==> config.mk <==
export PLATFORM = sky130hd
export DESIGN_NAME = uart_sync_fifo
export DESIGN_NICKNAME = d
export VERILOG_FILES = /design/src/rtl/uart_sync_fifo.sv
export SDC_FILE = /design/constraint.sdc
export NUM_CORES = 1
export LEC_CHECK = 0
export CELL_PAD_IN_SITES_DETAIL_PLACEMENT = 1
export CELL_PAD_IN_SITES_GLOBAL_PLACEMENT = 1
export CORE_MARGIN = 2
export CORE_UTILIZATION = 25
export CTS_CLUSTER_DIAMETER = 50
export DETAILED_ROUTE_END_ITERATION = 6
export PLACE_DENSITY_LB_ADDON = 0.1
export SYNTH_ARGS = -nofsm -noshare
export SYNTH_HDL_FRONTEND = slang
export SYNTH_SLANG_ARGS = --single-unit
==> constraint.sdc <==
create_clock -name clk_i -period 3.6 [get_ports clk_i]
set_clock_uncertainty 0.15 [all_clocks]
set_input_delay 0.54 -clock clk_i [delete_from_list [all_inputs] [get_ports clk_i]]
set_output_delay 0.54 -clock clk_i [all_outputs]
set_load 0.02 [all_outputs]
==> src/rtl/uart_sync_fifo.sv <==
// uart_sync_fifo: single-clock FIFO with registered occupancy/threshold flags
// and sticky overflow/underflow indicators.
//
// Build option: define FIFO_FWFT_EN for first-word-fall-through reads
// (head word presented on rd_data_o while not empty). Without it, reads are
// registered: rd_data_o updates and rd_valid_o pulses one cycle after an
// accepted read.
//
// Reset rstn_i is synchronous and active-low. Storage is never reset; only
// pointers, count, flags and the read-output register are.
module uart_sync_fifo #(
    parameter  int DATA_WIDTH    = 8,
    parameter  int FIFO_DEPTH    = 16,
    parameter  int AFULL_THRESH  = FIFO_DEPTH - 2,
    parameter  int AEMPTY_THRESH = 2,
    localparam int ADDR_WIDTH    = $clog2(FIFO_DEPTH + 1)
) (
    input  logic                  clk_i,
    input  logic                  rstn_i,
    input  logic                  clr_i,
    input  logic                  wren_i,
    input  logic [DATA_WIDTH-1:0] wr_data_i,
    input  logic                  rden_i,
    output logic [DATA_WIDTH-1:0] rd_data_o,
    output logic                  rd_valid_o,
    output logic                  full_o,
    output logic                  empty_o,
    output logic                  afull_o,
    output logic                  aempty_o,
    output logic [ADDR_WIDTH-1:0] count_o,
    output logic                  overflow_o,
    output logic                  underflow_o
);

    // Storage index only needs to span 0..FIFO_DEPTH-1, which is narrower
    // than the pointer/count width when FIFO_DEPTH is a power of two.
    localparam int IDX_WIDTH = (FIFO_DEPTH > 1) ? $clog2(FIFO_DEPTH) : 1;

    localparam logic [ADDR_WIDTH-1:0] DEPTH_C    = ADDR_WIDTH'(FIFO_DEPTH);
    localparam logic [ADDR_WIDTH-1:0] LAST_PTR_C = ADDR_WIDTH'(FIFO_DEPTH - 1);
    localparam logic [ADDR_WIDTH-1:0] AFULL_C    = ADDR_WIDTH'(AFULL_THRESH);
    localparam logic [ADDR_WIDTH-1:0] AEMPTY_C   = ADDR_WIDTH'(AEMPTY_THRESH);
    localparam logic [ADDR_WIDTH-1:0] ONE_C      = ADDR_WIDTH'(1);

    logic [DATA_WIDTH-1:0] mem [FIFO_DEPTH];

    logic [ADDR_WIDTH-1:0] wr_ptr;
    logic [ADDR_WIDTH-1:0] rd_ptr;
    logic [ADDR_WIDTH-1:0] count_q;
    logic [ADDR_WIDTH-1:0] count_nxt;
    logic [IDX_WIDTH-1:0]  wr_idx;
    logic [IDX_WIDTH-1:0]  rd_idx;

    logic full_q;
    logic empty_q;
    logic afull_q;
    logic aempty_q;
    logic ovf_q;
    logic udf_q;

    logic wr_acc;
    logic rd_acc;

    // Pointers advance by one and wrap at the last entry; the depth need not
    // be a power of two, so the wrap is explicit.
    function automatic logic [ADDR_WIDTH-1:0] next_ptr(input logic [ADDR_WIDTH-1:0] p);
        return (p == LAST_PTR_C) ? '0 : p + ONE_C;
    endfunction

    function automatic logic afull_of(input logic [ADDR_WIDTH-1:0] c);
        return c >= AFULL_C;
    endfunction

    function automatic logic aempty_of(input logic [ADDR_WIDTH-1:0] c);
        return c <= AEMPTY_C;
    endfunction

    // Acceptance is decided from the registered flags, so a write at full is
    // refused even when a read frees a slot in the same cycle, and a read at
    // empty is refused even when a write arrives in the same cycle.
    assign wr_acc = wren_i & ~full_q;
    assign rd_acc = rden_i & ~empty_q;

    assign wr_idx = wr_ptr[IDX_WIDTH-1:0];
    assign rd_idx = rd_ptr[IDX_WIDTH-1:0];

    // Occupancy after this edge: +1 write only, -1 read only, else unchanged.
    always_comb begin
        count_nxt = count_q;
        if (wr_acc && !rd_acc) begin
            count_nxt = count_q + ONE_C;
        end else if (!wr_acc && rd_acc) begin
            count_nxt = count_q - ONE_C;
        end
    end

    // Control state: pointers, count, registered flags and sticky errors.
    always_ff @(posedge clk_i) begin
        if (!rstn_i) begin
            wr_ptr   <= '0;
            rd_ptr   <= '0;
            count_q  <= '0;
            full_q   <= 1'b0;
            empty_q  <= 1'b1;
            afull_q  <= 1'b0;
            aempty_q <= 1'b1;
            ovf_q    <= 1'b0;
            udf_q    <= 1'b0;
        end else if (clr_i) begin
            wr_ptr   <= '0;
            rd_ptr   <= '0;
            count_q  <= '0;
            full_q   <= 1'b0;
            empty_q  <= 1'b1;
            afull_q  <= afull_of('0);
            aempty_q <= aempty_of('0);
            ovf_q    <= 1'b0;
            udf_q    <= 1'b0;
        end else begin
            if (wr_acc) begin
                wr_ptr <= next_ptr(wr_ptr);
            end
            if (rd_acc) begin
                rd_ptr <= next_ptr(rd_ptr);
            end
            count_q  <= count_nxt;
            full_q   <= (count_nxt == DEPTH_C);
            empty_q  <= (count_nxt == '0);
            afull_q  <= afull_of(count_nxt);
            aempty_q <= aempty_of(count_nxt);
            if (wren_i && full_q) begin
                ovf_q <= 1'b1;
            end
            if (rden_i && empty_q) begin
                udf_q <= 1'b1;
            end
        end
    end

    // Storage write; contents survive reset and flush by design.
    always_ff @(posedge clk_i) begin
        if (rstn_i && !clr_i && wr_acc) begin
            mem[wr_idx] <= wr_data_i;
        end
    end

`ifdef FIFO_FWFT_EN
    // Head word is visible whenever the FIFO holds data; zero when empty so
    // the output is clean straight after reset.
    assign rd_data_o  = empty_q ? '0 : mem[rd_idx];
    assign rd_valid_o = ~empty_q;
`else
    logic [DATA_WIDTH-1:0] rd_data_q;
    logic                  rd_valid_q;

    // Registered read port: data captured on an accepted read, held otherwise.
    always_ff @(posedge clk_i) begin
        if (!rstn_i) begin
            rd_data_q  <= '0;
            rd_valid_q <= 1'b0;
        end else if (clr_i) begin
            rd_valid_q <= 1'b0;
        end else begin
            rd_valid_q <= rd_acc;
            if (rd_acc) begin
                rd_data_q <= mem[rd_idx];
            end
        end
    end

    assign rd_data_o  = rd_data_q;
    assign rd_valid_o = rd_valid_q;
`endif

    assign full_o      = full_q;
    assign empty_o     = empty_q;
    assign afull_o     = afull_q;
    assign aempty_o    = aempty_q;
    assign count_o     = count_q;
    assign overflow_o  = ovf_q;
    assign underflow_o = udf_q;

endmodule

==> run metrics, run 1 <==
critical path peak fanout 10; syn nets 404; CTS Root Cell clkbuf_16; Seq/Total Area, Yosys 70.50%; Tot Pwr 3.889 mW; Max Root-Sink Buffers 2; Nets 454; insertion delay to the later sink of the worst-skew pair 0.42 ns; setup violators final 0; slew margin rel. 45.73%; Gate Count Post-Synth 384; Area Overhead vs Synth 20.88%; post-DP HPWL 10160 um; mux cell area share after synthesis between 10% and 20%; ratio of cells with drive above 1 in the final layout 18.12%; CP arrival 2.37 ns; Synth Area in Simple Gates 8.158%; Yosys top cell by area edfxtp_1; Antenna Violating Nets Remaining 0; Synth Warn # 0; synth cell count leaders edfxtp_1 (128), nand2_1 (42), nor2_1 (31); Routed WL 15300 um; postcts setup bufs 0; Clock Sinks 158; Post-synth top flop edfxtp_1; Via-to-Cell Ratio 4.354; DR iter-0 viols approximately 260; Post-synth EDFFs approximately 130; gr usage total 12.25%; DR pass1 iterations 4; CP max stage delay 0.69 ns; count leader, synth edfxtp_1; crit path kind input port to flip-flop; Final Hold Viols 0; Worst-Margin Slew 0.8111 ns; I/O pins 33; ys async rst share 0%; outcome finished clean; # rows 58; Pwr Density 510.4 mW/mm^2; Yosys top cell area share between 60% and 70%; endpoint class of the critical path flip-flop; Tcrit/Tclk final 68.76%; compound-cell area share of the yosys netlist 4.863%; fmax 404.0 MHz; die height 162.8 um; max-slew violation count 0; total number of vias ~3400; RSZ-0062 raised after global routing no; pin count of the biggest net entering global routing 36; dominant cells by area after synthesis edfxtp_1 (61%), dfxtp_1 (9.5%), mux4_2 (9.3%); Setup TNS 0 ns; number of I/O port buffers 32; htree depth 4; gpl congestion just under 0.7; Critical Path Source Type input port; Worst path slowest cell clkdlybuf4s50_1; initial antenna violation count 0; leakage power 2.404 nW; CTS tree yes; Synth cell types 46; core region area 0.02496 mm^2; xor and xnor area share after synthesis 0.9528%; Min-Delay Path Class flip-flop to flip-flop; Worst EP required 3.50 ns; adder-cell share of the synthesized area about 1.4%; # fillers 2616; synthesized area per cell 16.42 um^2; main combinational cell family by area after synthesis multiplexers; PostCTS Resize Cnt 0; grt total ovfl 0; Num CTS Buffers 17; crit-path cells clkdlybuf4s50_1, nand2b_1, or3_1, nor2_1; minimum clock period 2.475 ns; hold_buf cts 0; Routed WL per cell 19.69 um; max_cap viols 0; initial core utilization 25.25%; die width between 150 and 200 um; VDD IR max ~280 uV; die footprint 0.02650 mm^2; DR DRC count 0; vias in the first global route 3687; first-pass GRT wire length 23290 um; Seq cells post-synth between 150 and 200; Mapped Area ~0.0063 mm^2; diodes inserted 0; Reg clk slew, reported paths 0.06 ns
-- metal layers --
metal / up-vias / share of wire (%) / global-route usage [%]
met5: - / 0 / 0
met3: 15 / 1.8 / 2.470
met1: 1754 / 47 / 15.62
met2: 33 / 49 / 20.78
met4: 0 / 1.4 / 4.224
li1: 1581 / - / -
-- power by group --
part           internal [mW]  leakage [nW]  switching (mW)  total, mW
sequential              1.98          1.39          0.0111       1.99
combinational         0.0530         0.739          0.0857      0.139
clock                  0.976         0.270           0.781       1.76
total                   3.01          2.40           0.878       3.89
-- worst paths after layout --
kind / depth (start not counted) / from / to / slack (ns)
hold reg to reg: 2 / rd_ptr[4] / rd_ptr[4] / 0.28
setup reg to reg: 6 / rd_ptr[0] / rd_data_o[0] / 1.13
hold / removal: 2 / rd_ptr[4] / rd_ptr[4] / 0.28
setup / recovery: 4 / rstn_i / mem[3][2] / 1.12
-- logic make-up (layout without fill, tap and decap cells) --
logic type	count (synthesis)	after routing
fa+ha+maj	7	7
mux	32	32
flops	158	158
buf+inv	24	87
simple gates	111	111
compound gates	46	46
xor+xnor	6	6
-- metrics by stage --
stage	utilization (%)	hold WS (ns)	instance area [um^2]	std cells	setup WS, ns
floorplan	-	0.2569	6304	384	1.406
global placement	28.22	0.2675	7044	745	0.6552
detailed placement	28.22	0.2753	7044	745	0.6339
CTS	30.52	0.2884	7620	777	0.9887
global route	30.52	0.3222	7620	777	0.8794
finish	30.52	0.2822	7620	777	1.125
-- area by class of cell --
type / count / area [um^2] / area share [%]
flip-flops and latches: 158 / 4446 / 58.34
multi-input cells: 202 / 1712 / 22.46
repair buffers: 50 / 455.4 / 5.977
clock buffers: 18 / 429.2 / 5.632
well taps: 330 / 412.9 / 5.419
clock inverters: 14 / 146.4 / 1.921
inverters: 5 / 18.77 / 0.2463
-- registers in the layout (all words and copies together) (netlist names), 5 cells and up --
signal,count
count_o,5
rd_ptr,5
rd_data_o,8
mem,128
wr_ptr,5
-- critical path, delay by kind of cell --
kind / cells / cell delay, ns
and+or+nand+nor: 3 / 1.14
buffers and inverters: 1 / 0.69
-- layout by cell type, fill, tap and decap left out, drive strengths merged, types with 4 or more instances in the layout --
cell type / netlist / routed
buf: 15 / 18
nor2: 31 / 31
nor2b: 4 / 4
ha: 7 / 7
nand2: 42 / 42
nor3: 5 / 5
a21oi: 7 / 7
edfxtp: 128 / 128
mux4: 32 / 32
o21ai: 11 / 11
clkinvlp: 0 / 4
inv: 5 / 12
a22oi: 16 / 16
clkbuf: 4 / 18
nand3: 8 / 8
and2: 5 / 5
clkdlybuf4s50: 0 / 32
dfxtp: 30 / 30
No activity file was read; power rests on OpenSTA's default activity.
==> run 2, diff against run 1 <==
Clock period 3.6 ns to 2.1 ns, I/O delays scaled along.
==> run metrics, run 2 (synthesized netlist as in run 1, its figures left out) <==
outcome finished clean; most frequent cells in the layout edfxtp_1 (128), buf_4 (56), nand2_1 (42), clkdlybuf4s50_1 (32), nor2_1 (31); VDD IR max around 400 uV; first-pass GRT wire length 24530 um; CP arrival 2.19 ns; gr usage total around 13%; Worst-Margin Slew 0.5433 ns; CP max stage delay about 0.56 ns; HP Start rd_ptr[4]; core region area 0.02496 mm^2; CP startpoint rd_ptr[0]; Reg clk slew, reported paths ~0.070 ns; Max Root-Sink Buffers 2; leakage power about 2.7 nW; die footprint approximately 0.027 mm^2; dpl cell area roughly 0.0075 mm^2; gpl congestion 0.7315; I/O pins 33; setup violators final 0; Routed WL per cell 19.43 um; Nets ~500; post-DP HPWL 11010 um; DR pass1 iterations 5; postcts setup bufs 0; Final Hold Viols 0; Via-to-Cell Ratio 4.335; crit-path cells buf_4, mux4_1, a22oi_1, nand2_1, nand2_1, o21ai_1; htree depth 4; crit path kind flip-flop to flip-flop; slew margin rel. between 60 and 70%; Finished Core Util between 30% and 40%; worst hold slack 0.2866 ns; # fillers approximately 2600; ratio of cells with drive above 1 in the final layout around a quarter; Routed WL 15970 um; Most common cell on crit path nand2_1; max_cap viols 0; Clock Sinks 158; Antenna Violating Nets Remaining 0; pin count of the biggest net entering global routing 28; vias in the first global route 3819; Tcrit/Tclk final 96.43%; Worst path slowest cell mux4_1; initial antenna violation count 0; Sequential Area 0.004448 mm^2; insertion delay to the later sink of the worst-skew pair 0.42 ns; Area Overhead vs Synth 28.32%; DR DRC count 0; number of I/O port buffers 32; Min-Delay Path Class flip-flop to flip-flop; Critical Path Source Type flip-flop; most common cell after layout, fill and taps aside edfxtp_1; initial core utilization 25.25%; max-slew violation count 0; die width approximately 160 um; Num CTS Buffers 17; RSZ-0062 raised after global routing no; DR iter-0 viols 169; Pwr Density 854.8 mW/mm^2; diodes inserted 0; minimum clock period ~2 ns; fmax 493.8 MHz; multi-input logic area 0.001718 mm^2; max reg flops roughly 130; CTS tree yes; Design Area, Final 0.008089 mm^2; Top reg by flops mem; Worst EP required ~2.3 ns; critical path peak fanout 6; # rows 58; total number of vias 3563; grt total ovfl 0; CTS Root Cell clkbuf_16; Reg-to-Reg Start rd_ptr[0]; endpoint class of the critical path flip-flop; die height 162.8 um
-- run 2: power by group --
| group | internal (mW) | switching, mW |
|---|---|---|
| sequential | 3.39 | 0.0112 |
| combinational | 0.132 | 0.164 |
| clock | 1.82 | 1.39 |
-- run 2: worst max-delay path, delay by kind of cell, from the launching register on --
| kind | cells | cell delay, ns |
|---|---|---|
| compound gates | 2 | 0.40 |
| buf+inv | 1 | 0.19 |
| flops | 1 | 0.38 |
| mux | 1 | 0.56 |
| simple gates | 2 | 0.22 |
-- run 2: final cells by class --
cell class,instances,share of cell area (%)
Sequential cell,158,54.99
Multi-Input combinational cell,202,21.24
Timing Repair Buffer,95,10.78
Clock buffer,17,5.259
Tap cell,330,5.104
Clock inverter,15,2.398
Inverter,5,0.2320
-- run 2: worst paths after layout --
path | to | slack (ns) | depth (start not counted)
worst max-delay path | rd_data_o[2] | 0.07 | 6
worst min-delay path | rd_ptr[4] | 0.29 | 2
worst max register to register | rd_data_o[2] | 0.07 | 6
worst min register to register | rd_ptr[4] | 0.29 | 2
-- run 2: what timing repair did --
item / CTS / global route
hold buffers: 0 / 0
gates resized for setup: 1 / 4
endpoints found under the setup margin: 1 / 3
-- run 2: stage by stage --
stage	power (mW)	setup TNS (ns)	worst slack, ns	cells
finish	6.914	0	0.07493	822
global route	7.177	0	0.01577	822
CTS	7.025	0	0.03924	822
global placement	3.780	-6.350	-0.1483	790
floorplan	3.598	0	0.1306	384
detailed placement	3.780	-6.693	-0.1450	790
-- run 2: routing by layer --
layer  global-route usage (%)  share of wire [%]  vias up
met4                    4.224                1.3        0
li1                         -                  -     1674
met2                    21.36                 50       39
met5                        0                  0        -
met1                    16.96                 47     1839
met3                    2.546                2.2       11
